[src/rtl/noc_pkg.sv]
`default_nettype none
// ============================================================================
//  Module      : noc_pkg
//  Description : Shared constants and helpers for the NoC ejection endpoint.
//                Default flit layout (LSB first): payload, dest X, dest Y,
//                sequence tag in the MSBs.
//  Revision    : 1.0 - initial release
// ============================================================================
package noc_pkg;

    // Default field widths of the flit
    localparam int DATA_WIDTH  = 32;
    localparam int X_SIZE      = 2;
    localparam int Y_SIZE      = 2;
    localparam int PCK_NUM     = 4;
    localparam int TOTAL_WIDTH = DATA_WIDTH + X_SIZE + Y_SIZE + PCK_NUM;

    // Field offsets for the default layout
    localparam int PAYLOAD_LSB = 0;
    localparam int DX_LSB      = PAYLOAD_LSB + DATA_WIDTH;
    localparam int DY_LSB      = DX_LSB + X_SIZE;
    localparam int SEQ_LSB     = DY_LSB + Y_SIZE;

    // Status counter width
    localparam int CNT_W = 16;

    // Increment that sticks at all-ones instead of wrapping
    function automatic logic [CNT_W-1:0] sat_inc(input logic [CNT_W-1:0] v);
        return (v == {CNT_W{1'b1}}) ? v : v + 1'b1;
    endfunction

endpackage : noc_pkg
`default_nettype wire

[src/rtl/noc_rx_fifo.sv]
`default_nettype none
// ============================================================================
//  Module      : noc_rx_fifo
//  Description : Synchronous first-word-fall-through FIFO. The head entry is
//                always presented on o_dout; o_empty qualifies it.
//  Ports       : clk, rst (async, active-high)
//                i_push / i_din  - write side (ignored when full)
//                i_pop  / o_dout - read side  (ignored when empty)
//                o_full, o_empty - registered occupancy flags
//  Revision    : 1.0 - initial release
// ============================================================================
module noc_rx_fifo #(
    parameter int WIDTH = 32,
    parameter int DEPTH = 8
) (
    input  logic             clk,
    input  logic             rst,
    input  logic             i_push,
    input  logic             i_pop,
    input  logic [WIDTH-1:0] i_din,
    output logic [WIDTH-1:0] o_dout,
    output logic             o_full,
    output logic             o_empty
);

    localparam int c_AW = $clog2(DEPTH);
    localparam int c_CW = c_AW + 1;
    localparam logic [c_CW-1:0] c_DEPTH_CNT = c_CW'(DEPTH);

    logic [WIDTH-1:0] r_mem [DEPTH];
    logic [c_AW-1:0]  r_wr_ptr;
    logic [c_AW-1:0]  r_rd_ptr;
    logic [c_CW-1:0]  r_count;

    logic w_push;
    logic w_pop;

    assign o_full  = (r_count == c_DEPTH_CNT);
    assign o_empty = (r_count == '0);
    assign w_push  = i_push & ~o_full;
    assign w_pop   = i_pop  & ~o_empty;
    assign o_dout  = r_mem[r_rd_ptr];

    // DEPTH is a power of two, so pointers wrap naturally
    always_ff @(posedge clk or posedge rst) begin
        if (rst) begin
            r_wr_ptr <= '0;
            r_rd_ptr <= '0;
            r_count  <= '0;
        end else begin
            if (w_push) r_wr_ptr <= r_wr_ptr + 1'b1;
            if (w_pop)  r_rd_ptr <= r_rd_ptr + 1'b1;
            case ({w_push, w_pop})
                2'b10:   r_count <= r_count + 1'b1;
                2'b01:   r_count <= r_count - 1'b1;
                default: r_count <= r_count;
            endcase
        end
    end

    // Storage has no reset; stale contents are never visible while empty
    always_ff @(posedge clk) begin
        if (w_push) r_mem[r_wr_ptr] <= i_din;
    end

endmodule : noc_rx_fifo
`default_nettype wire

[src/rtl/noc_rx_eject.sv]
`default_nettype none
// ============================================================================
//  Module      : noc_rx_eject
//  Description : NoC ejection endpoint. Accepts flits from the switch local
//                port, drops misrouted flits, tracks the per-flow sequence
//                tag, buffers payloads and streams them to the PCI host side.
//  Ports       : clk, rst (async, active-high)
//                i_data/i_valid/o_ready          - switch side handshake
//                o_data_pci/o_valid_pci/i_ready_pci - PCI stream (FWFT)
//                o_rx_count, o_misroute_count, o_seq_err_count - saturating
//                status counters
//  Revision    : 1.0 - initial release
// ============================================================================
module noc_rx_eject
    import noc_pkg::*;
#(
    parameter int X           = 0,
    parameter int Y           = 0,
    parameter int data_width  = DATA_WIDTH,
    parameter int x_size      = X_SIZE,
    parameter int y_size      = Y_SIZE,
    parameter int pck_num     = PCK_NUM,
    parameter int total_width = data_width + x_size + y_size + pck_num,
    parameter int DEPTH       = 8
) (
    input  logic                   clk,
    input  logic                   rst,
    input  logic [total_width-1:0] i_data,
    input  logic                   i_valid,
    output logic                   o_ready,
    output logic [data_width-1:0]  o_data_pci,
    output logic                   o_valid_pci,
    input  logic                   i_ready_pci,
    output logic [CNT_W-1:0]       o_rx_count,
    output logic [CNT_W-1:0]       o_misroute_count,
    output logic [CNT_W-1:0]       o_seq_err_count
);

    // Field offsets for this instance's layout
    localparam int c_DX_LSB  = data_width;
    localparam int c_DY_LSB  = c_DX_LSB + x_size;
    localparam int c_SEQ_LSB = c_DY_LSB + y_size;

    localparam logic [x_size-1:0] c_MY_X = x_size'(X);
    localparam logic [y_size-1:0] c_MY_Y = y_size'(Y);

    logic [data_width-1:0] w_payload;
    logic [x_size-1:0]     w_dx;
    logic [y_size-1:0]     w_dy;
    logic [pck_num-1:0]    w_tag;
    logic                  w_xfer;
    logic                  w_dest_ok;
    logic                  w_full;
    logic                  w_empty;

    logic                  r_alive;
    logic [pck_num-1:0]    r_exp_seq;
    logic [CNT_W-1:0]      r_rx_cnt;
    logic [CNT_W-1:0]      r_mis_cnt;
    logic [CNT_W-1:0]      r_err_cnt;

    assign w_payload = i_data[data_width-1:0];
    assign w_dx      = i_data[c_DX_LSB +: x_size];
    assign w_dy      = i_data[c_DY_LSB +: y_size];
    assign w_tag     = i_data[c_SEQ_LSB +: pck_num];
    assign w_dest_ok = (w_dx == c_MY_X) && (w_dy == c_MY_Y);

    // r_alive holds o_ready low while reset is active and until the first
    // edge after release; both terms are registered, so the PCI side never
    // reaches o_ready combinationally.
    assign o_ready = r_alive & ~w_full;
    assign w_xfer  = i_valid & o_ready;

    assign o_valid_pci      = ~w_empty;
    assign o_rx_count       = r_rx_cnt;
    assign o_misroute_count = r_mis_cnt;
    assign o_seq_err_count  = r_err_cnt;

    noc_rx_fifo #(
        .WIDTH (data_width),
        .DEPTH (DEPTH)
    ) u_fifo (
        .clk     (clk),
        .rst     (rst),
        .i_push  (w_xfer & w_dest_ok),
        .i_pop   (i_ready_pci),
        .i_din   (w_payload),
        .o_dout  (o_data_pci),
        .o_full  (w_full),
        .o_empty (w_empty)
    );

    always_ff @(posedge clk or posedge rst) begin
        if (rst) begin
            r_alive   <= 1'b0;
            r_exp_seq <= '0;
            r_rx_cnt  <= '0;
            r_mis_cnt <= '0;
            r_err_cnt <= '0;
        end else begin
            r_alive <= 1'b1;
            if (w_xfer) begin
                if (!w_dest_ok) begin
                    // Misrouted flits leave the sequence tracker untouched
                    r_mis_cnt <= sat_inc(r_mis_cnt);
                end else begin
                    r_rx_cnt  <= sat_inc(r_rx_cnt);
                    // Resync on mismatch: the next tag is expected to follow
                    // whatever actually arrived.
                    if (w_tag != r_exp_seq) r_err_cnt <= sat_inc(r_err_cnt);
                    r_exp_seq <= w_tag + 1'b1;
                end
            end
        end
    end

endmodule : noc_rx_eject
`default_nettype wire

[config.mk]
export PLATFORM = sky130hd
export DESIGN_NAME = noc_rx_eject
export DESIGN_NICKNAME = d
export VERILOG_FILES = /design/src/rtl/noc_pkg.sv /design/src/rtl/noc_rx_fifo.sv /design/src/rtl/noc_rx_eject.sv
export SDC_FILE = /design/constraint.sdc
export NUM_CORES = 1
export LEC_CHECK = 0
export ABC_AREA = 1
export BUFFER_PORTS_ARGS = -buffer_cell sky130_fd_sc_hd__buf_2
export CORE_ASPECT_RATIO = 1.2
export CORE_UTILIZATION = 59
export CTS_CLUSTER_SIZE = 8
export DETAILED_ROUTE_END_ITERATION = 6
export GPL_ROUTABILITY_DRIVEN = 1
export PLACE_DENSITY = 0.85
export RECOVER_POWER = 25
export SKIP_LAST_GASP = 1
export SYNTH_ARGS = -nofsm -noshare
export SYNTH_HDL_FRONTEND = slang
export SYNTH_SLANG_ARGS = --single-unit
export TNS_END_PERCENT = 10
[constraint.sdc]
create_clock -name clk -period 5.21 [get_ports clk]
set_clock_uncertainty 0.2 [all_clocks]
set_input_delay 1.042 -clock clk [delete_from_list [all_inputs] [get_ports clk]]
set_output_delay 1.042 -clock clk [all_outputs]
set_load 0.05 [all_outputs]
# --- Yosys cells after proc, flatten, opt, wreduce, memory -nomap -nowiden ---
# Memories as Yosys holds them, arrays and structs flattened.
# Index checks and enable logic that the tools add are counted.
# W data, S select, Z words.
op_classes:
  n_addsub: 8
  n_eq_ne: 7
  n_mux: 3
  n_bitwise: 11
  reduce_logical: 9
ops:
  columns: ["operator", "count"]
  rows:
  - ["$add A16 B1 Y16 const B", 3]
  - ["$eq A16 B16 Y1 const B", 3]
  - ["$add A4 B1 Y4 const B", 2]
  - ["$pmux W4 S2", 1]
  - ["$add A3 B1 Y3 const B", 2]
  - ["$not A1 Y1", 6]
  - ["$reduce_and A3 Y1", 2]
  - ["$and A1 B1 Y1", 5]
  - ["$eq A4 B4 Y1 const B", 1]
  - ["$logic_not A2 Y1", 2]
  - ["$logic_not A4 Y1", 1]
  - ["$ne A4 B4 Y1", 1]
  - ["$reduce_and A4 Y1", 1]
  - ["$sub A4 B1 Y4 const B", 1]
  - ["$eq A2 B1 Y1 const B", 1]
  - ["$eq A2 B2 Y1 const B", 1]
  - ["$mux W1", 2]
  - ["$reduce_and A2 Y1", 1]
  - ["$reduce_bool A2 Y1", 1]
  - ["$logic_and A1 B1 Y1", 1]
totals:
  ff_bits: 63
  ram_bits: 256
  inputBits: 44
  out_inout_bits: 82
  mem_count: 1
mem_list:
  columns: ["name", "depth", "word_bits", "read_ports", "rd_clocked_by_memory_dff", "write_ports", "line", "text"]
  rows:
  - ["u_fifo.r_mem", 8, 32, 1, 0, 1, "noc_rx_fifo.sv:30", "logic [WIDTH-1:0] r_mem [DEPTH];"]

# --- Depth between registers and ports, before layout ---
depth:
  word_depth: 8
  depth_mapped: 15
  ltp_nobuf: 15

# --- Cells and area by module ---
# A second synthesis with hierarchy kept.
hier_totals:
  cells_unflattened: 1657
  area_unflattened_um2: 15020.7
modules_own_cells:
  columns: ["module", "instances", "cells_per_inst", "area_per_inst_um2", "seq_area_each_um2"]
  rows:
  - ["noc_rx_fifo", 1, 1188, 11639.9, 7937.6]
  - ["noc_rx_eject", 1, 469, 3380.7, 1326.3]

# --- Worst setup path after synthesis ---
# No wires, ideal clock.
synth_timing:
  path_kind: "input-to-reg"
  startpoint: "in i_data[33]"
  endpoint: "mem u_fifo.r_mem[2][0], enable pin"
  arrival_time_ns: 3.957
  path_slack_ns: 0.591
  stages: 6
  path_buffers: 0
  cell_sequence: "nor2_1 and2_2 inv_1 nor2_4 nand2_1 nor3_1"
synth_via:
  elab_chain_cells: 6
synth_lines:
  columns: ["element", "line", "text"]
  rows:
  - ["start, declared", "noc_rx_eject.sv:28", "input logic [total_width-1:0] i_data,"]
  - ["$logic_not A2 Y1", "noc_rx_eject.sv:66", "assign w_dest_ok = (w_dx == c_MY_X) && (w_dy == c_MY_Y);"]
  - ["$logic_and A1 B1 Y1", "noc_rx_eject.sv:66", null]
  - ["$and A1 B1 Y1", "noc_rx_eject.sv:85", ".i_push (w_xfer & w_dest_ok),"]
  - ["$and A1 B1 Y1", "noc_rx_fifo.sv:40", "assign w_push = i_push & ~o_full;"]
  - ["$mux W1", "noc_rx_fifo.sv:63", "if (w_push) r_mem[r_wr_ptr] <= i_din;"]
  - ["$mux W1 (not written as such)", "noc_rx_fifo.sv:63", null]
  - ["end, declared", "noc_rx_fifo.sv:30", null]
# No other way between the ends.

# --- Worst setup path in the final report ---
layout_timing:
  startpoint: "reg u_fifo.r_rd_ptr[0]"
  endpoint: "out o_data_pci[4]"
layout_via:
  elab_chain_cells: 1
layout_lines:
  columns: ["element", "line", "text"]
  rows:
  - ["start, declared", "noc_rx_fifo.sv:32", "logic [c_AW-1:0] r_rd_ptr;"]
  - ["start signal, assigned", "noc_rx_fifo.sv:52", "if (w_pop) r_rd_ptr <= r_rd_ptr + 1'b1;"]
  - ["$mem_v2 Z8 W32", null, null]
  - ["end, declared", "noc_rx_eject.sv:31", "output logic [data_width-1:0] o_data_pci,"]
# No other way between the ends.

==> results.tsv <==
stage	metric	value	unit
yosys	EDFF count, synth	256	
worst_hold_path	hold endpoint	o_seq_err_count[1]	
clock_tree	Clock transition at path regs	0.05	ns
clock_tree	H-tree levels	2	
sta	PnR worst setup slack	0.720	ns
sta	Tmin final	4.49	ns
cells_and_area	share of cells above drive strength 1	0.131	
setup_path	Slowest-stage cell, CP	dfrtp_4	
yosys	main flop type after synthesis	edfxtp_1	
power	Int Power	5.10	mW
floorplanning	core footprint	23200	sq um
setup_path	CP peak stage delay	0.75	ns
setup_path	CP Cell Sequence	clkinv_2 -> buf_12 -> o21ai_0 -> o21ai_1 -> nand2_1 -> nand2_1 -> buf_2	
cells_and_area	# nets final	1557	
global_route	largest net degree at the start of global routing	81	
route	WL/cell	16.5	microns
setup_path	CP Data Required Time	3.97	ns
setup_path	Worst Reg-to-Reg Cells	8	
setup_path	launch point of the worst reg-to-reg path	u_fifo.r_count[3]	
place	gpl congestion	0.834	
yosys	Yosys warnings	0	
power	switching share of total power	0.393	
floorplanning	io pins	126	
cells_and_area	synthesis-to-layout area growth	15.2	%
power	Psw	3.31	mW
sta	Slew headroom	0.149	
sta	Max Transition Viols Final	0	
floorplanning	die area	24300	sq um
worst_hold_path	hold wc startpoint	o_seq_err_count[1]	
power	Seq pwr share	0.363	
sta	final setup fails	0	
clock_tree	clock root cell	clkbuf_16	
clock_tree	TritonCTS clock tree	yes	
clock_tree	hold buffer count at CTS	0	
sta	Worst Tran Pin Value	1.27	ns
yosys	count leader, synth	nand2_1	
route	1st-iter DRT viols	660	
yosys	post-synth top area share	0.550	
yosys	Commonest cells post-synth	356 x nand2_1, 256 x edfxtp_1, 249 x nor2_1	
global_route	vias in the first global route	9978	
power	clock share of power	0.302	
setup_path	reg2reg setup slack	2.24	ns
setup_path	startpoint types	flop	
yosys	cell accounting for the most synthesized area	edfxtp_1	
run_status	outcome	finished, final reports clean	
yosys	Seq cells post-synth	319	
clock_tree	Max Buffers Root-to-Sink	3	
yosys	Seq/Total Area, Yosys	0.662	
global_route	initial antenna violation count	3	
sta	period utilization	0.862	
sta	RSZ-0062 raised after global routing	no	
route	via count	10200	
place	pre-CTS setup slack	1.35	ns
place	Port Buffers	125	
yosys	unique cell type count in the Yosys netlist	30	
power	Static Leakage	6.39	nW
global_route	Remaining Overflow, GRT	0	
sta	hold slack	0.322	ns
global_route	All-Layer GR Usage	0.254	
route	ANT nets after route	0	
route	vias per cell	5.55	
clock_tree	cells resized by post-CTS repair	0	
sta	setup tns final	0	ns
clock_tree	Clock Latency Late Sink	0.52	ns
worst_hold_path	class of the worst hold path	flop to flop	
setup_path	CP Capture Type	output pin	
setup_path	FF-to-FF End	u_fifo.r_mem[7][27]	
clock_tree	total setup buffers inserted after CTS	0	
floorplanning	Die Span X	143	microns
setup_path	Critical Path Source	u_fifo.r_rd_ptr[0]	
clock_tree	CTS Sinks	319	
route	final WL	30.2	mm
flow_run	max-cap check violation count	0	
floorplanning	Rows	61	
power	VDD IR max	0.512	mV
setup_path	CP max FO	80	
route	DRT Pass-1 Iters	7	
yosys	Post-Synthesis Cell Area	14000	sq um
clock_tree	TritonCTS Buffers	45	
yosys	syn avg cell area	10.2	sq um
cells_and_area	fin util	0.694	
floorplanning	Die Span Y	171	microns
yosys	ys async rst share	0.197	
worst_hold_path	hold path cells	2	
power	Pwr Density	522	nW/um^2
setup_path	CP arrival	3.25	ns
route	DRC	0	
place	placed cell count	1772	
sta	Fmax	223	MHz
floorplanning	Initial Util	0.603	
place	DPL Wire Length	17.9	mm
setup_path	CP Class	flop to output pin	
global_route	first-pass GRT wire length	48.0	mm
yosys	Synth area leaders	edfxtp_1 55%, dfrtp_1 11%, nand2_1 9.6%, nor2_1 6.7%, o21ai_0 6.5%	
setup_path	cell mode on critical path	nand2_1	
yosys	Syn Inst Count	1370	
cells_and_area	post-route insts no fill	1832	
yosys	Post-Syn Nets	1423	
sta	Fin. Hold Viols	0	
power	Combinational Power Share	0.335	
## how the worst max path moves through the flow
stage / end / slack, ns / cells past startpoint
6_report: o_data_pci[4] / 0.72 / 7
5_1_grt: o_data_pci[4] / 0.41 / 7
4_1_cts: o_data_pci[4] / 0.71 / 7
3_5_place_dp: u_fifo.r_mem[7][14] / 1.35 / 8
3_3_place_gp: o_data_pci[1] / 1.45 / 7
2_1_floorplan: u_fifo.r_mem[2][0] / 0.59 / 6
## stage by stage
stage / total power, mW / area, sq um
5_1_grt: 8.85 / 16100
3_5_place_dp: 5.89 / 14900
4_1_cts: 8.44 / 16100
2_1_floorplan: 5.24 / 14000
6_report: 8.41 / 16100
3_3_place_gp: 5.81 / 14900
## power by group through the flow
stage / clock network (mW) / logic (mW) / registers (mW)
CTS: 2.57 / 2.82 / 3.05
global placement: 0 / 2.72 / 3.09
detailed placement: 0 / 2.80 / 3.09
floorplan: 0 / 2.20 / 3.04
global route: 2.68 / 3.09 / 3.07
finish: 2.54 / 2.82 / 3.06
## state kept, by name (all words and copies together) (netlist names), 3 cells and up
name,cells
o_misroute_count,16
u_fifo.r_mem,256
u_fifo.r_wr_ptr,3
u_fifo.r_rd_ptr,3
o_seq_err_count,16
u_fifo.r_count,4
o_rx_count,16
r_exp_seq,4
## cell families (layout without fill, tap and decap cells)
| family | after synthesis | in the layout | share of synthesized area |
|---|---|---|---|
| buffers and inverters | 116 | 261 | 0.0361 |
| XOR/XNOR | 33 | 33 | 0.0207 |
| AND/OR/NAND/NOR | 684 | 684 | 0.198 |
| other | 1 | 3 | 0.000268 |
| AO/OA/AOI/OAI | 208 | 208 | 0.0744 |
| adder cells (fa/ha/maj) | 9 | 9 | 0.00805 |
| flip-flops | 319 | 319 | 0.662 |
## per-layer routing
layer | global-route usage | vias to the layer above | wire length [microns]
li1 | - | 4837 | -
met1 | 0.302 | 4853 | 11600
met2 | 0.447 | 401 | 15400
met3 | 0.0582 | 68 | 2380
met4 | 0.102 | 2 | 808
met5 | 0 | - | 11
## worst max-delay path, delay by kind of cell, from the launching register on
kind                   cells  cell delay, ns
and+or+nand+nor            2            0.19
DFF                        1            0.75
buffers and inverters      3            1.34
AOI/OAI and AO/OA          2            0.40
## cell type report
class,count,area (sq um)
fillers,1653,7090
clock inverters,2,40.0
clock buffers,56,1170
inverters,59,223
well taps,315,394
repair buffers,144,748
diodes,2,5.00
multi-input cells,935,4260
flip-flops and latches,319,9270
## cells in the final DEF, fill, tap and decap left out, types with 18 or more instances in the layout
| cell | instances |
|---|---|
| o21ai_1 | 25 |
| xnor2_1 | 21 |
| buf_2 | 99 |
| inv_1 | 54 |
| buf_4 | 18 |
| o21ai_0 | 181 |
| nand2_1 | 356 |
| nor2_1 | 247 |
| nand3_1 | 44 |
| clkbuf_1 | 37 |
| clkbuf_16 | 45 |
| edfxtp_1 | 256 |
| dfrtp_1 | 61 |
(Power assumes the default switching activity.)
